==> src/rtl/bcd_serial_subtractor_pkg.sv <==
// Shared constants and state encoding for the serial BCD subtractor.
//   DIGIT_W   : bits per BCD digit
//   BCD_MAX   : largest legal digit value
//   BCD_RADIX : decimal radix, used when a digit subtraction borrows
//   state_t   : controller states IDLE / SUB / NEGATE / DONE
// Optional feature macro: BCD_SIGNED_RESULT_EN (see bcd_serial_subtractor.sv).
package bcd_pkg;
    localparam int DIGIT_W   = 4;
    localparam int BCD_MAX   = 9;
    localparam int BCD_RADIX = 10;

    typedef enum logic [1:0] {
        IDLE   = 2'd0,
        SUB    = 2'd1,
        NEGATE = 2'd2,
        DONE   = 2'd3
    } state_t;
endpackage

==> src/rtl/bcd_digit_sub.sv <==
// Combinational single-digit BCD subtract cell: d = x - y - bi (mod 10).
//   x, y : BCD digits (minuend, subtrahend)
//   bi   : borrow in
//   d    : result digit
//   bo   : borrow out
//   bad  : either input digit is above 9
module bcd_digit_sub
    import bcd_pkg::*;
(
    input  logic [DIGIT_W-1:0] x,
    input  logic [DIGIT_W-1:0] y,
    input  logic               bi,
    output logic [DIGIT_W-1:0] d,
    output logic               bo,
    output logic               bad
);
    // One extra bit holds the sign; the range -16..15 fits exactly.
    logic [DIGIT_W:0] t;

    always_comb begin
        t   = {1'b0, x} - {1'b0, y} - {{DIGIT_W{1'b0}}, bi};
        bo  = t[DIGIT_W];
        // Adding the radix modulo 16 equals (t + 10) truncated to 4 bits.
        d   = bo ? (t[DIGIT_W-1:0] + DIGIT_W'(BCD_RADIX)) : t[DIGIT_W-1:0];
        bad = (x > DIGIT_W'(BCD_MAX)) || (y > DIGIT_W'(BCD_MAX));
    end
endmodule

==> src/rtl/bcd_serial_subtractor.sv <==
// Multi-digit BCD subtractor, diff = a - b - bin, one digit per clock, LSD first.
// A single bcd_digit_sub cell is shared by the subtract and negate passes.
//   clk, rst : clock, synchronous active-high reset
//   start    : request, sampled only in IDLE
//   a, b     : packed BCD operands, digit 0 in bits [3:0]
//   bin      : borrow in
//   busy     : high in SUB and NEGATE
//   done     : one-cycle pulse, results valid
//   diff     : packed BCD result
//   bout     : borrow out of the most significant digit
//   neg      : result negative
//   err      : some input digit was above 9 (computation still completes)
// Macro BCD_SIGNED_RESULT_EN: a negative result is converted to its magnitude
// by a second pass computing 0 - diff; otherwise diff is the 10's complement.
module bcd_serial_subtractor
    import bcd_pkg::*;
#(
    parameter int DIGITS = 4
) (
    input  logic                    clk,
    input  logic                    rst,
    input  logic                    start,
    input  logic [DIGIT_W*DIGITS-1:0] a,
    input  logic [DIGIT_W*DIGITS-1:0] b,
    input  logic                    bin,
    output logic                    busy,
    output logic                    done,
    output logic [DIGIT_W*DIGITS-1:0] diff,
    output logic                    bout,
    output logic                    neg,
    output logic                    err
);
    localparam int W  = DIGIT_W * DIGITS;
    localparam int IW = (DIGITS > 1) ? $clog2(DIGITS) : 1;

    state_t          state, state_nx;
    logic [W-1:0]    sa, sb, acc, acc_nx;
    logic [IW-1:0]   idx;
    logic            brw, err_acc, last;
    logic [DIGIT_W-1:0] cx, cd;
    logic            cbo, cbad;

    // The negate pass subtracts the partial result from zero.
    assign cx     = (state == NEGATE) ? '0 : sa[DIGIT_W-1:0];
    assign last   = (idx == IW'(DIGITS - 1));
    // New digit enters at the top; after DIGITS shifts digit 0 sits at the bottom.
    assign acc_nx = W'({cd, acc} >> DIGIT_W);

    bcd_digit_sub u_cell (
        .x   (cx),
        .y   (sb[DIGIT_W-1:0]),
        .bi  (brw),
        .d   (cd),
        .bo  (cbo),
        .bad (cbad)
    );

    // State register
    always_ff @(posedge clk) begin
        if (rst) state <= IDLE;
        else     state <= state_nx;
    end

    // Next-state logic
    always_comb begin
        state_nx = state;
        case (state)
            IDLE:   if (start) state_nx = SUB;
            SUB:    if (last) begin
`ifdef BCD_SIGNED_RESULT_EN
                        state_nx = cbo ? NEGATE : DONE;
`else
                        state_nx = DONE;
`endif
                    end
            NEGATE: if (last) state_nx = DONE;
            DONE:   state_nx = IDLE;
            default: state_nx = IDLE;
        endcase
    end

    // Outputs decoded from state
    always_comb begin
        busy = (state == SUB) || (state == NEGATE);
        done = (state == DONE);
    end

    // Datapath: operand shifters, borrow chain, index, result register
    always_ff @(posedge clk) begin
        if (rst) begin
            sa      <= '0;
            sb      <= '0;
            acc     <= '0;
            idx     <= '0;
            brw     <= 1'b0;
            err_acc <= 1'b0;
            diff    <= '0;
            bout    <= 1'b0;
            neg     <= 1'b0;
            err     <= 1'b0;
        end else begin
            case (state)
                IDLE: if (start) begin
                    sa      <= a;
                    sb      <= b;
                    brw     <= bin;
                    idx     <= '0;
                    err_acc <= 1'b0;
                end
                SUB: begin
                    sa      <= sa >> DIGIT_W;
                    sb      <= sb >> DIGIT_W;
                    brw     <= cbo;
                    acc     <= acc_nx;
                    err_acc <= err_acc | cbad;
                    idx     <= idx + IW'(1);
                    if (last) begin
`ifdef BCD_SIGNED_RESULT_EN
                        if (cbo) begin
                            // Re-feed the 10's-complement result as subtrahend of 0.
                            sb  <= acc_nx;
                            brw <= 1'b0;
                            idx <= '0;
                        end else begin
                            diff <= acc_nx;
                            bout <= 1'b0;
                            neg  <= 1'b0;
                            err  <= err_acc | cbad;
                        end
`else
                        diff <= acc_nx;
                        bout <= cbo;
                        neg  <= cbo;
                        err  <= err_acc | cbad;
`endif
                    end
                end
                NEGATE: begin
                    sb  <= sb >> DIGIT_W;
                    brw <= cbo;
                    acc <= acc_nx;
                    idx <= idx + IW'(1);
                    if (last) begin
                        diff <= acc_nx;
                        bout <= 1'b1;
                        neg  <= 1'b1;
                        err  <= err_acc;
                    end
                end
                default: ;
            endcase
        end
    end
endmodule

==> config.mk <==
export PLATFORM = sky130hd
export DESIGN_NAME = bcd_serial_subtractor
export DESIGN_NICKNAME = d
export VERILOG_FILES = /design/src/rtl/bcd_serial_subtractor_pkg.sv /design/src/rtl/bcd_digit_sub.sv /design/src/rtl/bcd_serial_subtractor.sv
export SDC_FILE = /design/constraint.sdc
export NUM_CORES = 1
export LEC_CHECK = 0
export ABC_AREA = 1
export CAP_MARGIN = 20
export CORE_MARGIN = 10
export CORE_UTILIZATION = 40
export DETAILED_ROUTE_END_ITERATION = 8
export GPL_TIMING_DRIVEN = 0
export PLACE_DENSITY_LB_ADDON = 0.2
export SLEW_MARGIN = 10
export SYNTH_ARGS = -nofsm -noshare
export SYNTH_HDL_FRONTEND = slang
export SYNTH_SLANG_ARGS = --single-unit
==> constraint.sdc <==
create_clock -name clk -period 7.5 [get_ports clk]
set_clock_uncertainty 0.15 [all_clocks]
set_input_delay 0.75 -clock clk [delete_from_list [all_inputs] [get_ports clk]]
set_output_delay 0.75 -clock clk [all_outputs]
set_load 0.01 [all_outputs]
==> Word level (Yosys, flattened, before mapping) <==
Index checks and enable logic that the tools add are counted.
{ "word_totals": {"register_bits": 72, "in_bits": 36, "out_inout_bits": 21, "wordCells": 58} }
{ "classes": {"add_sub_neg": 4, "magnitude_cmp": 2, "eq_ne": 8, "muxes": 21, "bitwise_logic": 1, "reduce_logical": 12} }
{ "op_table": {"columns": ["op", "n"], "rows": [
  ["case mux 16 bit (2 select lines)", 2],
  ["2-to-1 mux 16 bit", 2],
  ["> comparator 4 bit, second input constant", 2],
  ["2-to-1 mux 4 bit", 2],
  ["case mux 1 bit (2 select lines)", 4],
  ["AND reduction 2 bit", 4],
  ["== test 2 bit, second input constant", 3],
  ["2-to-1 mux 1 bit", 6],
  ["2-to-1 mux 2 bit", 3],
  ["!= test 2 bit, second input constant", 3],
  ["case mux 2 bit (3 select lines)", 1],
  ["nonzero test 2 bit", 3],
  ["subtractor 4 x 4 -> 5 bit", 1],
  ["subtractor 5 x 1 -> 5 bit", 1],
  ["adder 4 bit, second input constant", 1],
  ["case mux 2 bit (2 select lines)", 1],
  ["AND reduction 3 bit", 1],
  ["adder 2 x 1 -> 2 bit, second input constant", 1],
  ["== test 2 x 1 -> 1 bit, second input constant", 1],
  ["zero test 2 bit", 1],
  ["logical OR 1 bit", 2],
  ["!= test 2 x 1 -> 1 bit, second input constant", 1],
  ["OR reduction 2 bit", 1],
  ["OR 1 bit", 1]
]} }

==> Depth between registers and ports, before layout <==
{ "depth": {"ltp_word": 7, "ltp_mapped": 15, "mapped_depth_nobuf": 15} }

==> Cells and area by module <==
From an unflattened synthesis, not the netlist that was laid out.
{ "unflattened": {"cells_unflattened": 509, "hier_area_um2": 3518.4} }
{ "by_module_without_submodules": {"columns": ["module", "instances", "cells_per_inst", "area_per_inst_um2", "seq_area_each_um2"], "rows": [
  ["bcd_serial_subtractor", 1, 452, 3145.5, 1361.3],
  ["bcd_digit_sub", 1, 57, 372.9, 0.0]
]} }

==> Worst setup path before layout <==
Ideal clock, no wire load.
{ "synth_path": {"path_kind": "register -> register", "from": "register state[0]", "to": "register acc[15]", "setup_time_ns": 0.109, "t_arrival_ns": 2.347, "required_time_ns": 7.241, "slack_ns": 4.894, "path_stages_with_launch": 15, "n_path_buf": 0, "period_less_slack_ns": 2.606, "path_cell_list": "dfxtp_1 inv_1 ha_1 inv_1 nand2_1 fa_1 fa_1 inv_1 ha_1 inv_1 nand3_1 nand2_1 nand3_1 nand2_1 inv_1"} }
{ "synth_between": {"elab_chain_cells": 6} }
{ "synth_lines": {"columns": ["element", "line_no", "rtl"], "rows": [
  ["start: declaration", "bcd_serial_subtractor.sv:36", "state_t state, state_nx;"],
  ["start signal: assignment", "bcd_serial_subtractor.sv:61", "else state <= state_nx;"],
  ["== test 2 bit", "bcd_serial_subtractor.sv:44, bcd_serial_subtractor.sv:102", null],
  ["2-to-1 mux 4 bit", "bcd_serial_subtractor.sv:44", "assign cx = (state == NEGATE) ? '0 : sa[DIGIT_W-1:0];"],
  ["subtractor 4 x 4 -> 5 bit", "bcd_digit_sub.sv:21", "t = {1'b0, x} - {1'b0, y} - {{DIGIT_W{1'b0}}, bi};"],
  ["subtractor 5 x 1 -> 5 bit", "bcd_digit_sub.sv:21", null],
  ["adder 4 bit", "bcd_digit_sub.sv:24", "d = bo ? (t[DIGIT_W-1:0] + DIGIT_W'(BCD_RADIX)) : t[DIGIT_W-1:0];"],
  ["2-to-1 mux 4 bit", "bcd_digit_sub.sv:24", null],
  ["end signal: assignment", "bcd_serial_subtractor.sv:114", "acc <= acc_nx;"],
  ["end signal: assignment", "bcd_serial_subtractor.sv:141", "acc <= acc_nx;"],
  ["end: declaration", "bcd_serial_subtractor.sv:37", "logic [W-1:0] sa, sb, acc, acc_nx;"]
]} }
Parallel ways exist; a longest one is shown, timed or not.
A chain may end at the register's enable or synchronous reset.

==> Final worst setup path <==
{ "layout_path": {"from": "register state[0]", "to": "register diff[15]"} }
{ "layout_between": {"elab_chain_cells": 6} }
{ "layout_lines": {"columns": ["element", "line_no", "rtl"], "rows": [
  ["== test 2 bit", "bcd_serial_subtractor.sv:44, bcd_serial_subtractor.sv:102", null],
  ["2-to-1 mux 4 bit", "bcd_serial_subtractor.sv:44", null],
  ["subtractor 4 x 4 -> 5 bit", "bcd_digit_sub.sv:21", null],
  ["subtractor 5 x 1 -> 5 bit", "bcd_digit_sub.sv:21", null],
  ["adder 4 bit", "bcd_digit_sub.sv:24", null],
  ["2-to-1 mux 4 bit", "bcd_digit_sub.sv:24", null],
  ["end signal: assignment", "bcd_serial_subtractor.sv:131", "diff <= acc_nx;"],
  ["end signal: assignment", "bcd_serial_subtractor.sv:144", "diff <= acc_nx;"],
  ["end: declaration", "bcd_serial_subtractor.sv:28", "output logic [DIGIT_W*DIGITS-1:0] diff,"]
]} }
Parallel ways exist; a longest one is shown, timed or not.

==> reports/results.ini <==
[die]
initial_core_util_pct=41.2
die_h_um=106
die_width_um=106
rows=31
core_area_um2=7250
die_area_um2=11300
io_pins=57

[sta]
finalSetupViolCount=0
fin_tns_setup_ps=0
worst_pin_slew_ps=616
setup_ws_ps=4560
slew_headroom_pct=58.9
hold_viol=0
layout_min_cycle_time_ps=2940
fmax_ghz=0.340
slew_violations=0
rsz0062_at_grt=no
finalCritPeriodShare_pct=39.3

[synthesis]
synthesis.area_um2=2990
synth_seq_cells=68
synth-simple-area-share_pct=21.3
ys_warn_count=0
synth_area_leader_cell=dfxtp_1
synth_top_area_share_pct=45.5
synthCells=403
synth-xor-area-share_pct=0.293
synth-compound-area-share_pct=19.1
synth_area_leaders=dfxtp_1 46%, nand2_1 13%, o21ai_0 7.0%
avgSynthCellArea_um2=7.42
synth_cell_types=25
synth_mux_area_share_pct=0
synth_fa_ha_area_share_pct=5.94
ys_seq_area_share_pct=45.5
syn_nets=452
synth_top_family_by_area=simple AND/OR/NAND/NOR gates

[run_status]
status=finished, final reports clean

[drt]
drc=0
vias=2840
drtIter0Drc=94
dr.pass1.iters=4
routed_via_density=4.96
wire_per_inst_um=13.2
ant_nets=0
drt_wl_total_mm=7.57

[pwr]
ir_drop_v=0.0000992
cellLeakagePower_nw=1.57
p_per_area_nw_per_um2=234

[run]
cap_violations=0

[critical_path]
r2r_start=state[0]$_SDFFE_PP0P_
cp.arrival_ps=3040
crit_path_end_kind=flop
reg2reg_depth=14
cpMostUsedCell=inv_1
crit_chain=inv_1 > ha_1 > inv_1 > nand2_1 > fa_1 > fa_1 > xnor2_1 > ha_1 > inv_1 > nand3_1 > nand2_1 > nand3_1 > nand2_1 > inv_1
max_stage_delay_ps=450
reg2reg_to=diff[15]$_SDFFE_PP0P_
cpMaxStageDelayCell=fa_1
critPathTopFamily=adder cells
critPathKind=reg -> reg
cp.depth=14
critPathMaxFanout=6
critical_path_required_ps=7600
crit_path_start_kind=flop
critPathBufInv=4
r2r_slack_ps=4560

[place]
portBuffers=55
dpl.hpwl_mm=5.69
place_congestion=0.880
detailedPlace.worstSlack_ps=4570

[clock_tree]
root_buffer=clkbuf_8
ctsResizeCount=0
cts.clk_slew.worst_paths_ps=80
cts_tree=done
clk_latency_ps=350
cts.sinks=68
post_cts_buffers=0
clockBufferDepth=2
cts_buffers=9
cts-htree-levels=3
cts_hold_buffers=0

[final_layout]
antenna_cells=0
finalNetCount=518
drive_above_1_share_pct=6.54
area_delta_synth_final_pct=29.6

[grt]
antenna_found_initial=0
grt_pass1_wl_mm=12.9
grtUsageTotal_pct=13.9
grt_pass1_vias=2822
overflow=0
grt_max_degree=13

[hold_path]
hold_path_depth=2
min_path_type=reg -> reg
worstHoldStart=acc[6]$_SDFFE_PP0N_
holdPathEnd=acc[6]$_SDFFE_PP0N_

-- cell usage in the layout (no fill, tap or decap), drive strengths merged, types with 11 or more instances in the layout --
cell           netlist  final
dfxtp               68     68
o21ai               47     47
ha                  11     11
nand2              104    104
clkdlybuf4s50        0     55
buf                 11     11
nand3               20     20
clkbuf              12     23
nor2                35     35
a21oi               28     28
a31oi               24     24
inv                 34     35
-- stage by stage --
stage / cells / hold WS [ps] / power, mW / utilization [%] / cell area [µm²]
2_1_floorplan: 403 / 279 / 0.537 / - / 2990
3_3_place_gp: 557 / 291 / 0.591 / 50.5 / 3660
3_5_place_dp: 557 / 300 / 0.596 / 50.5 / 3660
4_1_cts: 573 / 312 / 0.911 / 53.4 / 3870
5_1_grt: 573 / 340 / 0.960 / 53.4 / 3870
6_report: 573 / 314 / 0.905 / 53.4 / 3870
-- per-layer routing --
layer,GRT usage [%],wire length [µm],vias up
li1,-,-,1464
met1,17.6,3680,1303
met2,21.3,3330,61
met3,4.05,447,12
met4,6.77,119,0
met5,0,0,-
-- layout make-up --
cell class | count | area, µm²
tap | 99 | 124
buffer | 23 | 109
inverter | 34 | 128
timing repair buffer | 55 | 551
clock inverter | 5 | 58.8
multi-input combinational | 278 | 1390
fill | 725 | 3380
sequential | 68 | 1360
clock buffer | 11 | 151
-- where the power goes --
group          total, mW  switching [mW]  internal (mW)
Sequential         0.404          0.0160          0.388
Clock              0.317           0.145          0.172
Combinational      0.185           0.111         0.0735
Total              0.905           0.272          0.634
-- worst register-to-register path, cell delays in order (launching register included) --
cell and delay (ps):
dfxtp_1 390, inv_1 100, ha_1 230, inv_1 170
nand2_1 110, fa_1 420, fa_1 450, xnor2_1 180
ha_1 190, inv_1 70, nand3_1 70, nand2_1 80
nand3_1 120, nand2_1 80, inv_1 30
-- cells by family after synthesis --
family / after synthesis
XOR/XNOR: 1
adder cells (fa/ha/maj): 13
flip-flops: 68
buffers and inverters: 57
AND/OR/NAND/NOR: 161
AO/OA/AOI/OAI: 103
-- how the worst max path moves through the flow --
stage / from / endpoint / slack (ps)
final: state[0]$_SDFFE_PP0P_ / diff[15]$_SDFFE_PP0P_ / 4560
after global routing: state[0]$_SDFFE_PP0P_ / diff[15]$_SDFFE_PP0P_ / 4330
after CTS: state[0]$_SDFFE_PP0P_ / diff[15]$_SDFFE_PP0P_ / 4560
after detailed placement: state[0]$_SDFFE_PP0P_ / diff[15]$_SDFFE_PP0P_ / 4570
after global placement: state[0]$_SDFFE_PP0P_ / diff[15]$_SDFFE_PP0P_ / 4620
after floorplan: state[0]$_SDFFE_PP0P_ / acc[15]$_SDFFE_PP0N_ / 4890
-- registers in the layout, indices dropped and copies added (netlist names) --
name and flops:
err 1, acc 12, diff 16, idx 2
sa 16, brw 1, neg 1, sb 16
err_acc 1, state 2
-- synth_stat cells (all sizes together) --
| cell | n |
|---|---|
| nand2 | 104 |
| fa | 2 |
| dfxtp | 68 |
| nand4 | 1 |
| clkbuf | 12 |
| nand3 | 20 |
| o21ai | 47 |
| a211oi | 2 |
| a31oi | 24 |
| buf | 11 |
| inv | 34 |
| o21a | 1 |
| nor3 | 1 |
| ha | 11 |
| nor2 | 35 |
| xnor2 | 1 |
| a21oi | 28 |
| o211ai | 1 |
Power figures use the tool's default switching activity.
